===== src/rtl/spi_master_cmd.sv =====
// rtl/spi_master_cmd.sv - SPI mode-0 command master with full-duplex response capture
// Sends {code, data, 8'h00} MSB first and returns the MISO word of each frame.
module spi_master_cmd #(
  parameter int CLK_DIV  = 8,
  parameter int CS_SETUP = 4,
  parameter int CS_HOLD  = 4,
  parameter int CS_IDLE  = 8
) (
  input  logic        clk,
  input  logic        rst,
  input  logic        cmd_valid,
  output logic        cmd_ready,
  input  logic [7:0]  cmd_code,
  input  logic [15:0] cmd_data,
  output logic        rsp_valid,
  output logic [31:0] rsp_data,
  output logic        busy,
  output logic        sclk,
  output logic        mosi,
  input  logic        miso,
  output logic        cs_n
);

  localparam int MAX_AB = (CLK_DIV > CS_SETUP) ? CLK_DIV : CS_SETUP;
  localparam int MAX_CD = (CS_HOLD > CS_IDLE) ? CS_HOLD : CS_IDLE;
  localparam int MAXC   = (MAX_AB > MAX_CD) ? MAX_AB : MAX_CD;
  localparam int CW     = $clog2(MAXC + 1);

  localparam logic [CW-1:0] DIV_LAST   = CW'(CLK_DIV - 1);
  localparam logic [CW-1:0] SETUP_LAST = CW'(CS_SETUP - 1);
  localparam logic [CW-1:0] HOLD_LAST  = CW'(CS_HOLD - 1);
  localparam logic [CW-1:0] IDLE_LAST  = CW'(CS_IDLE - 1);

  typedef enum logic [2:0] {
    IDLE  = 3'd0,
    SETUP = 3'd1,
    SHIFT = 3'd2,
    HOLD  = 3'd3,
    GAP   = 3'd4
  } state_t;

  state_t        state_q;
  logic [CW-1:0] cnt_q;
  logic [5:0]    bit_q;
  logic [31:0]   frame_q;
  logic [31:0]   rx_q;
  logic          miso_s1_q;
  logic          miso_s2_q;
  logic          cs_n_q;
  logic          sclk_q;
  logic          mosi_q;
  logic          cmd_ready_q;
  logic          rsp_valid_q;
  logic [31:0]   rsp_data_q;
  logic          busy_q;

  always_ff @(posedge clk or posedge rst) begin
    if (rst) begin
      state_q     <= IDLE;
      cnt_q       <= '0;
      bit_q       <= '0;
      frame_q     <= '0;
      rx_q        <= '0;
      miso_s1_q   <= 1'b0;
      miso_s2_q   <= 1'b0;
      cs_n_q      <= 1'b1;
      sclk_q      <= 1'b0;
      mosi_q      <= 1'b0;
      cmd_ready_q <= 1'b0;
      rsp_valid_q <= 1'b0;
      rsp_data_q  <= '0;
      busy_q      <= 1'b0;
    end else begin
      miso_s1_q   <= miso;
      miso_s2_q   <= miso_s1_q;
      rsp_valid_q <= 1'b0;
      case (state_q)
        IDLE: begin
          if (cmd_valid && cmd_ready_q) begin
            frame_q     <= {cmd_code, cmd_data, 8'h00};
            mosi_q      <= cmd_code[7];
            cs_n_q      <= 1'b0;
            cmd_ready_q <= 1'b0;
            busy_q      <= 1'b1;
            cnt_q       <= '0;
            state_q     <= SETUP;
          end else begin
            cmd_ready_q <= 1'b1;
          end
        end
        SETUP: begin
          if (cnt_q == SETUP_LAST) begin
            cnt_q   <= '0;
            bit_q   <= '0;
            state_q <= SHIFT;
          end else begin
            cnt_q <= cnt_q + 1'b1;
          end
        end
        SHIFT: begin
          if (cnt_q == DIV_LAST) begin
            cnt_q  <= '0;
            sclk_q <= ~sclk_q;
            if (!sclk_q) begin
              rx_q  <= {rx_q[30:0], miso_s2_q};
              bit_q <= bit_q + 1'b1;
            end else if (bit_q == 6'd32) begin
              state_q <= HOLD;
            end else begin
              // bit_q rising edges are done, so bit 31-bit_q is next
              mosi_q <= frame_q[5'd31 - bit_q[4:0]];
            end
          end else begin
            cnt_q <= cnt_q + 1'b1;
          end
        end
        HOLD: begin
          if (cnt_q == HOLD_LAST) begin
            cnt_q       <= '0;
            cs_n_q      <= 1'b1;
            rsp_data_q  <= rx_q;
            rsp_valid_q <= 1'b1;
            state_q     <= GAP;
          end else begin
            cnt_q <= cnt_q + 1'b1;
          end
        end
        GAP: begin
          if (cnt_q == IDLE_LAST) begin
            cnt_q       <= '0;
            busy_q      <= 1'b0;
            cmd_ready_q <= 1'b1;
            state_q     <= IDLE;
          end else begin
            cnt_q <= cnt_q + 1'b1;
          end
        end
        default: state_q <= IDLE;
      endcase
    end
  end

  assign cmd_ready = cmd_ready_q;
  assign rsp_valid = rsp_valid_q;
  assign rsp_data  = rsp_data_q;
  assign busy      = busy_q;
  assign sclk      = sclk_q;
  assign mosi      = mosi_q;
  assign cs_n      = cs_n_q;

endmodule


===== config.mk =====
export PLATFORM = sky130hd
export DESIGN_NAME = spi_master_cmd
export DESIGN_NICKNAME = d
export VERILOG_FILES = /design/src/rtl/spi_master_cmd.sv
export SDC_FILE = /design/constraint.sdc
export NUM_CORES = 1
export LEC_CHECK = 0
export BUFFER_PORTS_ARGS = -buffer_cell sky130_fd_sc_hd__buf_2
export CAP_MARGIN = 20
export CELL_PAD_IN_SITES_DETAIL_PLACEMENT = 1
export CELL_PAD_IN_SITES_GLOBAL_PLACEMENT = 1
export CORE_ASPECT_RATIO = 2
export CORE_MARGIN = 1
export CORE_UTILIZATION = 36
export CTS_CLUSTER_SIZE = 16
export DETAILED_ROUTE_END_ITERATION = 10
export PLACE_DENSITY_LB_ADDON = 0.1
export SKIP_LAST_GASP = 1
export SYNTH_ARGS = -nofsm -noshare
export SYNTH_HDL_FRONTEND = slang
export SYNTH_SLANG_ARGS = --single-unit

===== constraint.sdc =====
create_clock -name clk -period 5.1 [get_ports clk]
set_input_delay 1.02 -clock clk [delete_from_list [all_inputs] [get_ports clk]]
set_output_delay 1.02 -clock clk [all_outputs]
set_load 0.005 [all_outputs]

==> out/metrics.csv <==
stage,metric,value,unit
status,status,"finished, final reports clean",
synth,area share of fa/ha/maj cells after synthesis,0.783,%
sta,Total Neg Setup Slack,0,ns
synth,mux contribution to synthesized area,25.9,%
floorplan,row cnt,59,
routing,DR pass1 iterations,4,
place,Post-DP HPWL,6770,um
final_layout,FILL cells,1374,
final_layout,ant diodes,0,
synth,Synth Instances,339,
worst_setup_path,worst r2r path cells,5,
synth,register area share after synthesis,56.9,%
final_layout,Nets,431,
routing,DRC viols,0,
synth,area share of the largest cell type after synthesis,56.4,%
final_layout,layout cells sized above 1,46.7,%
power,sequential share of power,53.1,%
floorplan,Die W,83.6,um
sta,Achievable Freq,445,MHz
final_layout,Area Growth Syn to Fin,15.0,%
sta,Hold Slack,0.354,ns
global_route,initial antenna violation count,0,
power,sw power,0.363,mW
worst_hold_path,Hold EP,miso_s2_q$_DFF_PP0_,
sta,final setup fails,0,
place,GPL Wtd Cong,0.738,
sta,Fin Clk Skew,0.00884,ns
synth,most common cell in the netlist,dfrtp_1,
worst_setup_path,reg2reg setup slack,2.85,ns
floorplan,Die Ht,165,um
synth,Synth warnings,0,
clock_network,root buffer cell,clkbuf_16,
routing,routed vias,2864,
synth,Avg Inst Size Synth,14.1,um2
sta,Final Hold Fails,0,
clock_network,post-cts hold buffer count,0,
floorplan,IO Count,66,
clock_network,H-Tree Depth,3,
sta,final worst-path cycle share,44.1,%
global_route,wire length of the first global-routing pass,16300,um
worst_setup_path,cells along the critical path,"nor2_2, nand2_2, nor3_4, buf_4, mux2_2",
final_layout,Final Util,42.4,%
synth,complex-gate fraction of the synthesized area,5.27,%
worst_setup_path,critical-path maximum fanout,37,
routing,final WL,9820,um
clock_network,worst skew pair latency,0.35,ns
worst_setup_path,WP data required,5.33,ns
power,LEAKAGE,2.91,nW
power,internal power,1.27,mW
worst_hold_path,HP Start,miso_s1_q$_DFF_PP0_,
power,Comb power frac,1.8,%
global_route,number of global-route vias before repair,3157,
worst_setup_path,critical path's top delay family,simple AND/OR/NAND/NOR gates,
power,switching fraction of total power,22.3,%
sta,fin crit period,2.25,ns
synth,"Primary FF master, synth",dfrtp_1,
worst_setup_path,reg2reg end,rx_q[2]$_DFFE_PP0P_,
synth,simple-gate portion of the synthesized area,7.23,%
worst_setup_path,Setup crit end kind,flip-flop,
worst_setup_path,Worst path max stage delay,0.56,ns
clock_network,buffer count from post-CTS setup fixing,0,
sta,Slew HR,36.6,%
worst_setup_path,arrival time worst endpoint,2.48,ns
worst_hold_path,Hold Path Stages,0,
floorplan,Core Area,0.0130,mm2
clock_network,# resized after CTS,0,
place,PortBufs,65,
synth,Unique masters post-synth,51,
synth,Post-Syn Area,0.00479,mm2
synth,synthesized net count,370,
floorplan,DIE AREA,0.0138,mm2
sta,max-slew violations,0,
routing,Final ANT Viol Nets,0,
synth,"FF+latch count, synth",109,
flow_run,max_cap viols,0,
synth,leading area contributor after synthesis,dfrtp_1,
worst_setup_path,Worst R2R Start,state_q[0]$_DFFE_PP0P_,
sta,RSZ-0062 raised after global routing,no,
synth,"EDFF count, synth",0,
worst_hold_path,Min-Delay Path Class,reg -> reg,
worst_setup_path,slowest cell on the critical path,dfrtp_1,
worst_setup_path,Levels on crit path,5,
power,Clk pwr share,45.0,%
synth,"FFs w/ async S/R, synth",100,%
clock_network,maximum clock path buffer count,2,
routing,DR WL/cell,17.6,um
routing,Via-to-Cell Ratio,5.14,
global_route,largest net degree at the start of global routing,77,
synth,largest family of logic cells by synthesized area,multiplexers,
power,Worst VDD drop,0.195,mV
worst_setup_path,WS Path Type,reg -> reg,
global_route,global-route usage over all layers,15.2,%
power,pwr dens,296,mW/mm2
worst_setup_path,type of origin of the critical path,flip-flop,
clock_network,Clock Sinks,109,
clock_network,TritonCTS clock tree,yes,
clock_network,clk slew on worst S/H paths,0.08,ns
sta,Slew @ Worst Pin,0.951,ns
global_route,grt ovf,0,
routing,1st-iter DRT viols,89,
synth,ranking of synthesized cells by area,"dfrtp_1 (56%), mux2_2 (15%), mux2_4 (8.8%)",
synth,most frequent cells after synthesis,"dfrtp_1 (108), mux2_2 (63), mux2_4 (28)",
synth,XOR/XNOR share of the synthesized area,0.183,%
floorplan,Initial Util,36.9,%
clock_network,CTS buffer count,9,
worst_setup_path,CP bufs+invs,1,
-- cells in the final DEF (no fill, tap or decap), types with 3 or more instances in the layout --
cell       synthesis  final
a21oi_1            6      6
a31oi_1            3      3
buf_2              6     65
buf_4              1      3
clkbuf_16          0      9
clkinv_4           0      3
dfrtp_1          108    108
ha_1               3      3
inv_1              9      8
mux2_2            63     63
mux2_4            28     28
mux2i_1            9      9
nand2_1           11     11
nand2b_1           5      5
nand3_1            6      6
nor2_1            10     10
o21ai_0           14     14
o21ai_1            4      4
o22ai_1            3      3
or3_1              3      3
-- worst max path at each step --
stage	from	to	slack, ns
floorplan	rst	bit_q[0]$_DFFE_PP0P_	1.21
global placement	rst	frame_q[28]$_DFFE_PP0P_	2.76
detailed placement	rst	frame_q[29]$_DFFE_PP0P_	2.72
CTS	state_q[0]$_DFFE_PP0P_	rx_q[5]$_DFFE_PP0P_	2.84
global route	state_q[0]$_DFFE_PP0P_	rx_q[21]$_DFFE_PP0P_	2.73
finish	state_q[0]$_DFFE_PP0P_	rx_q[2]$_DFFE_PP0P_	2.85
-- area by class of cell --
type                            count  area [um2]  share of cell area (%)
Sequential cell                   109        2730                    49.5
Multi-Input combinational cell    202        1890                    34.2
Timing Repair Buffer               68         348                    6.31
Clock buffer                        9         225                    4.09
Tap cell                          152         190                    3.45
Clock inverter                      7        92.6                    1.68
Inverter                           10        40.0                   0.726
-- worst register-to-register path: stages, from the launching register on --
cell	delay [ns]
dfrtp_1	0.56
nor2_2	0.32
nand2_2	0.18
nor3_4	0.21
buf_4	0.45
mux2_2	0.41
-- layer usage --
layer	vias to the layer above	track usage (%)	wire [um]
met5	-	0	0
met2	46	28.7	5590
met4	0	5.55	157
met1	1480	16.5	3760
li1	1328	-	-
met3	10	3.28	315
-- kinds of logic (layout without fill, tap and decap cells) --
| kind of cell | after synthesis | in the layout |
|---|---|---|
| multiplexers | 101 | 101 |
| buffers and inverters | 28 | 94 |
| AND/OR/NAND/NOR | 56 | 56 |
| AO/OA/AOI/OAI | 41 | 41 |
| adder cells (fa/ha/maj) | 3 | 3 |
| flip-flops | 109 | 109 |
| XOR/XNOR | 1 | 1 |
-- power by group through the flow --
stage          clock network [mW]  registers, mW  logic, mW
5_1_grt                     0.788          0.867     0.0350
4_1_cts                     0.765          0.866     0.0319
3_5_place_dp                    0          0.884     0.0320
2_1_floorplan                   0          0.883     0.0143
3_3_place_gp                    0          0.884     0.0311
6_report                    0.734          0.866     0.0296
-- flip-flops by register name, indices dropped and copies added (netlist names), 3 cells and up --
signal,cells
bit_q,6
cnt_q,4
frame_q,24
rsp_data,32
rx_q,32
state_q,3
-- metrics by stage --
step	area [um2]	setup slack (ns)	total power, mW	cells
floorplan	4790	1.21	0.898	339
global placement	5190	2.76	0.915	541
detailed placement	5190	2.72	0.916	541
CTS	5510	2.84	1.66	557
global route	5510	2.73	1.69	557
finish	5510	2.85	1.63	557
No activity file was read; power rests on OpenSTA's default activity.
